===== config.mk =====
export PLATFORM = sky130hd
export DESIGN_NAME = stack_unit
export DESIGN_NICKNAME = d
export VERILOG_FILES = /design/src/rtl/stack_unit.sv
export SDC_FILE = /design/constraint.sdc
export NUM_CORES = 1
export LEC_CHECK = 0
export ABC_CLOCK_PERIOD_IN_PS = 9120
export CELL_PAD_IN_SITES_DETAIL_PLACEMENT = 1
export CELL_PAD_IN_SITES_GLOBAL_PLACEMENT = 1
export CORE_ASPECT_RATIO = 1.1
export CORE_MARGIN = 2
export CORE_UTILIZATION = 53
export DETAILED_ROUTE_END_ITERATION = 10
export PLACE_DENSITY_LB_ADDON = 0.1
export SYNTH_ARGS = -nofsm -noshare
export SYNTH_HDL_FRONTEND = slang
export SYNTH_SLANG_ARGS = --single-unit
export TNS_END_PERCENT = 100

===== constraint.sdc =====
create_clock -name i_clk -period 9.12 [get_ports i_clk]
set_clock_uncertainty 0.2 [all_clocks]
set_input_delay 0.912 -clock i_clk [delete_from_list [all_inputs] [get_ports i_clk]]
set_output_delay 0.912 -clock i_clk [all_outputs]
set_load 0.1 [all_outputs]

===== src/rtl/stack_unit.sv =====
// Operand stack: register-array LIFO with separate sp/count, gated tos/nos views.
// Optional boundary guarding and sticky error flags: define STACK_GUARD_EN.
module stack_unit #(
  parameter int WIDTH = 8,
  parameter int DEPTH = 16
) (
  input  logic                     i_clk,
  input  logic                     i_rst,
  input  logic                     i_push,
  input  logic                     i_pop,
  input  logic [WIDTH-1:0]         i_din,
  output logic [WIDTH-1:0]         o_tos,
  output logic [WIDTH-1:0]         o_nos,
  output logic [$clog2(DEPTH):0]   o_count,
  output logic                     o_empty,
  output logic                     o_full,
  output logic                     o_overflow,
  output logic                     o_underflow
);
  localparam int AW = $clog2(DEPTH);
  localparam int CW = AW + 1;
  localparam logic [CW-1:0] FULL_CNT = CW'(DEPTH);

  logic [DEPTH-1:0][WIDTH-1:0] r_mem;
  logic [AW-1:0]               r_sp;
  logic [CW-1:0]               r_count;

  logic          w_empty, w_full;
  logic          w_replace, w_push_req, w_pop_req;
  logic          w_push_en, w_pop_en, w_we;
  logic [AW-1:0] w_sp_m1, w_sp_m2, w_waddr;

  assign w_empty = (r_count == '0);
  assign w_full  = (r_count == FULL_CNT);
  assign w_sp_m1 = r_sp - AW'(1);
  assign w_sp_m2 = r_sp - AW'(2);

  // push+pop on an empty stack falls through to a plain push
  assign w_replace  = i_push & i_pop & ~w_empty;
  assign w_push_req = i_push & ~w_replace;
  assign w_pop_req  = i_pop & ~i_push;

`ifdef STACK_GUARD_EN
  logic r_ovf, r_unf;

  assign w_push_en = w_push_req & ~w_full;
  assign w_pop_en  = w_pop_req & ~w_empty;

  always_ff @(posedge i_clk or negedge i_rst) begin
    if (!i_rst) begin
      r_ovf <= 1'b0;
      r_unf <= 1'b0;
    end else begin
      if (w_push_req && w_full)  r_ovf <= 1'b1;
      if (w_pop_req  && w_empty) r_unf <= 1'b1;
    end
  end

  assign o_overflow  = r_ovf;
  assign o_underflow = r_unf;
`else
  assign w_push_en   = w_push_req;
  assign w_pop_en    = w_pop_req;
  assign o_overflow  = 1'b0;
  assign o_underflow = 1'b0;
`endif

  assign w_we    = w_push_en | w_replace;
  assign w_waddr = w_replace ? w_sp_m1 : r_sp;

  always_ff @(posedge i_clk or negedge i_rst) begin
    if (!i_rst) begin
      r_mem <= '0;
    end else if (w_we) begin
      r_mem[w_waddr] <= i_din;
    end
  end

  // unguarded wrap: sp keeps moving, count saturates at both ends
  always_ff @(posedge i_clk or negedge i_rst) begin
    if (!i_rst) begin
      r_sp    <= '0;
      r_count <= '0;
    end else if (w_push_en) begin
      r_sp <= r_sp + AW'(1);
      if (!w_full) r_count <= r_count + CW'(1);
    end else if (w_pop_en) begin
      r_sp <= w_sp_m1;
      if (!w_empty) r_count <= r_count - CW'(1);
    end
  end

  assign o_tos   = w_empty ? '0 : r_mem[w_sp_m1];
  assign o_nos   = (r_count < CW'(2)) ? '0 : r_mem[w_sp_m2];
  assign o_count = r_count;
  assign o_empty = w_empty;
  assign o_full  = w_full;
endmodule


==> impl_metrics.ini <==
[clocking]
clk_path_buf_depth = 2
root_buffer = clkbuf_16
post_cts_resized = 0
cts_setup_buffers = 0
cts.sinks = 137
cts_tree = done
numCtsBuffers = 17
clk_latency_ps = 440
clk_pin_slew_ps = 60
hold_buffers = 0
cts_max_level = 4

[worst_hold_path]
hold_class = in2async

[global_route]
track_usage = 0.4003
grt_max_degree = 108
antenna_found_initial = 0
grt_pass1_vias = 10912
grt-ovfl-total = 0
grt_pass1_wl_mm = 66.95

[yosys]
synth_flop_cell = dfrtp_1
ys_top_cells_by_area = dfrtp_1, nand3_1, a32oi_1, o221ai_1, mux4_2
synth_most_common_cell = nand3_1
ys_seq_area_frac = 0.3139
ys_types = 49
yosys-top-cells-count = nand3_1, dfrtp_1, a32oi_1, o221ai_1, clkbuf_1
yosysTopAreaCellShare = 0.3139
synth_cells = 1146
yosysWarnings = 0
synth_edf_count = 0
synth_top_area_cell = dfrtp_1
netlist_area_um2 = 10920
async_flop_share = 1.000
avgSynthCellArea_um2 = 9.530
yosys_register_bits = 137

[final_layout]
final_core_util = 0.5754
drive_above_1_share = 0.1297
area_delta_synth_final_pct = 7.309
layout.nets = 1081
final_area_um2 = 11720
n_antenna_cell = 0

[route]
drt_iter0_markers = 1718
avgViaCountPerCell = 8.527
drt_first_pass_iters = 5
routedWlPerCell_um = 32.81
wl_mm = 43.57
drcViolationCount = 0
drtAntennaViolNets = 0
via_count = 11324

[floorplan]
start_util = 0.5362
boundaryPins = 37
rows = 55
design.core.area_um2 = 20370
die_x_um = 140.9
die_area_um2 = 21770
die_h_um = 154.6

[run_status]
status = complete, no violations

[sta]
max_freq_mhz = 148.4
fin_hold_ws_ps = 269.1
finalSetupTns_ps = 0
worstMarginPinSlew_ps = 1214
rsz0062_at_grt = false
min_period_ps = 6739
min_period_over_period = 0.7389
setup_viol = 0
slew_headroom = 0.1842
final_max_slew_viol_count = 0
finalHoldViolCount = 0

[setup_path]
crit_type = reg2out
critPathArrivalTime_ps = 5630
end_kind = output pin
cpLargestDelayFamily = buffers and inverters
required_ps = 8010
critPathBufInv = 3
cpPeakStageDelay_ps = 1180
cp_max_fo = 63
crit_chain = inv_1 -> ha_1 -> a21boi_0 -> xnor2_2 -> buf_4 -> o21ai_1 -> o22ai_1 -> clkdlybuf4s50_1
cp-start-kind = register
cp_slowest_cell = clkdlybuf4s50_1

[placement]
placed_area_um2 = 11140
gp_congestion = 0.9764
portBuffers = 34
hpwl_mm = 26.23

[flow_run]
maxCapViolations = 0
==> final timing paths <==
path	from	cells after the start	slack (ps)	endpoint
setup / recovery	r_sp[1]	8	2380	o_tos[3]
hold / removal	i_rst	1	270	r_mem[115]
setup reg to reg	r_sp[1]	8	4330	r_mem[90]
hold reg to reg	r_mem[64]	2	360	r_mem[64]
max in group asynchronous	i_rst	2	6960	r_sp[1]
min in group i_clk	r_mem[64]	2	360	r_mem[64]
==> metal layers <==
| metal | vias up | GRT usage | part of all wire |
|---|---|---|---|
| li1 | 4582 | - | - |
| met1 | 5739 | 0.5524 | 0.38 |
| met2 | 834 | 0.6144 | 0.46 |
| met3 | 169 | 0.07864 | 0.11 |
| met4 | 0 | 0.1814 | 0.051 |
| met5 | - | 0 | 0 |
==> cells by family (layout without fill, tap and decap cells) <==
| logic type | after synthesis | in the layout | share of synthesized area |
|---|---|---|---|
| buffers and inverters | 171 | 96 | 0.06816 |
| multiplexers | 111 | 111 | 0.1580 |
| flip-flops | 137 | 137 | 0.3139 |
| AND/OR/NAND/NOR | 399 | 399 | 0.1944 |
| other | 1 | 2 | 0.0003434 |
| adder cells (fa/ha/maj) | 9 | 9 | 0.01100 |
| AO/OA/AOI/OAI | 307 | 307 | 0.2447 |
| XOR/XNOR | 11 | 11 | 0.009509 |
==> layout make-up <==
cell class	instances	area, um2
Fill cell	2264	8650
Clock buffer	20	456.7
Multi-Input combinational cell	839	6830
Tap cell	256	320.3
Inverter	5	21.27
Timing Repair Buffer	60	536.8
Sequential cell	137	3433
Clock inverter	11	121.4
==> state kept, by name, indices dropped and copies added (netlist names) <==
register  count
o_count       5
r_sp          4
r_mem       128
==> per-stage QoR <==
stage                     instances  setup slack (ps)
after floorplan                1147              3909
after global placement         1297              3245
after detailed placement       1297              3059
after CTS                      1328              2539
after global routing           1328              2275
final                          1328              2381
==> cells in the final DEF, fill, tap and decap left out, types with 3 or more instances in the layout <==
cell             instances
nor2b_1                  6
mux4_2                  48
o22ai_1                 18
o221ai_1               128
clkbuf_16               17
nor3_1                   7
nor3b_1                 16
ha_1                     7
a32oi_1                128
o2111ai_2                6
nor4_1                   9
nand2_1                 16
dfrtp_1                135
inv_1                    4
and2_1                   8
buf_4                   26
nor2_1                  17
nand2b_1                 5
clkinv_2                 4
mux2i_1                 52
o2111a_1                 4
nand3_1                279
nand3b_1                32
clkdlybuf4s50_1         33
a21o_1                   4
xnor2_1                  5
o21ai_1                  3
mux2_2                  11
Power is not shown: default switching activity piles up to over one toggle a cycle in this logic, so the estimate is an artifact.
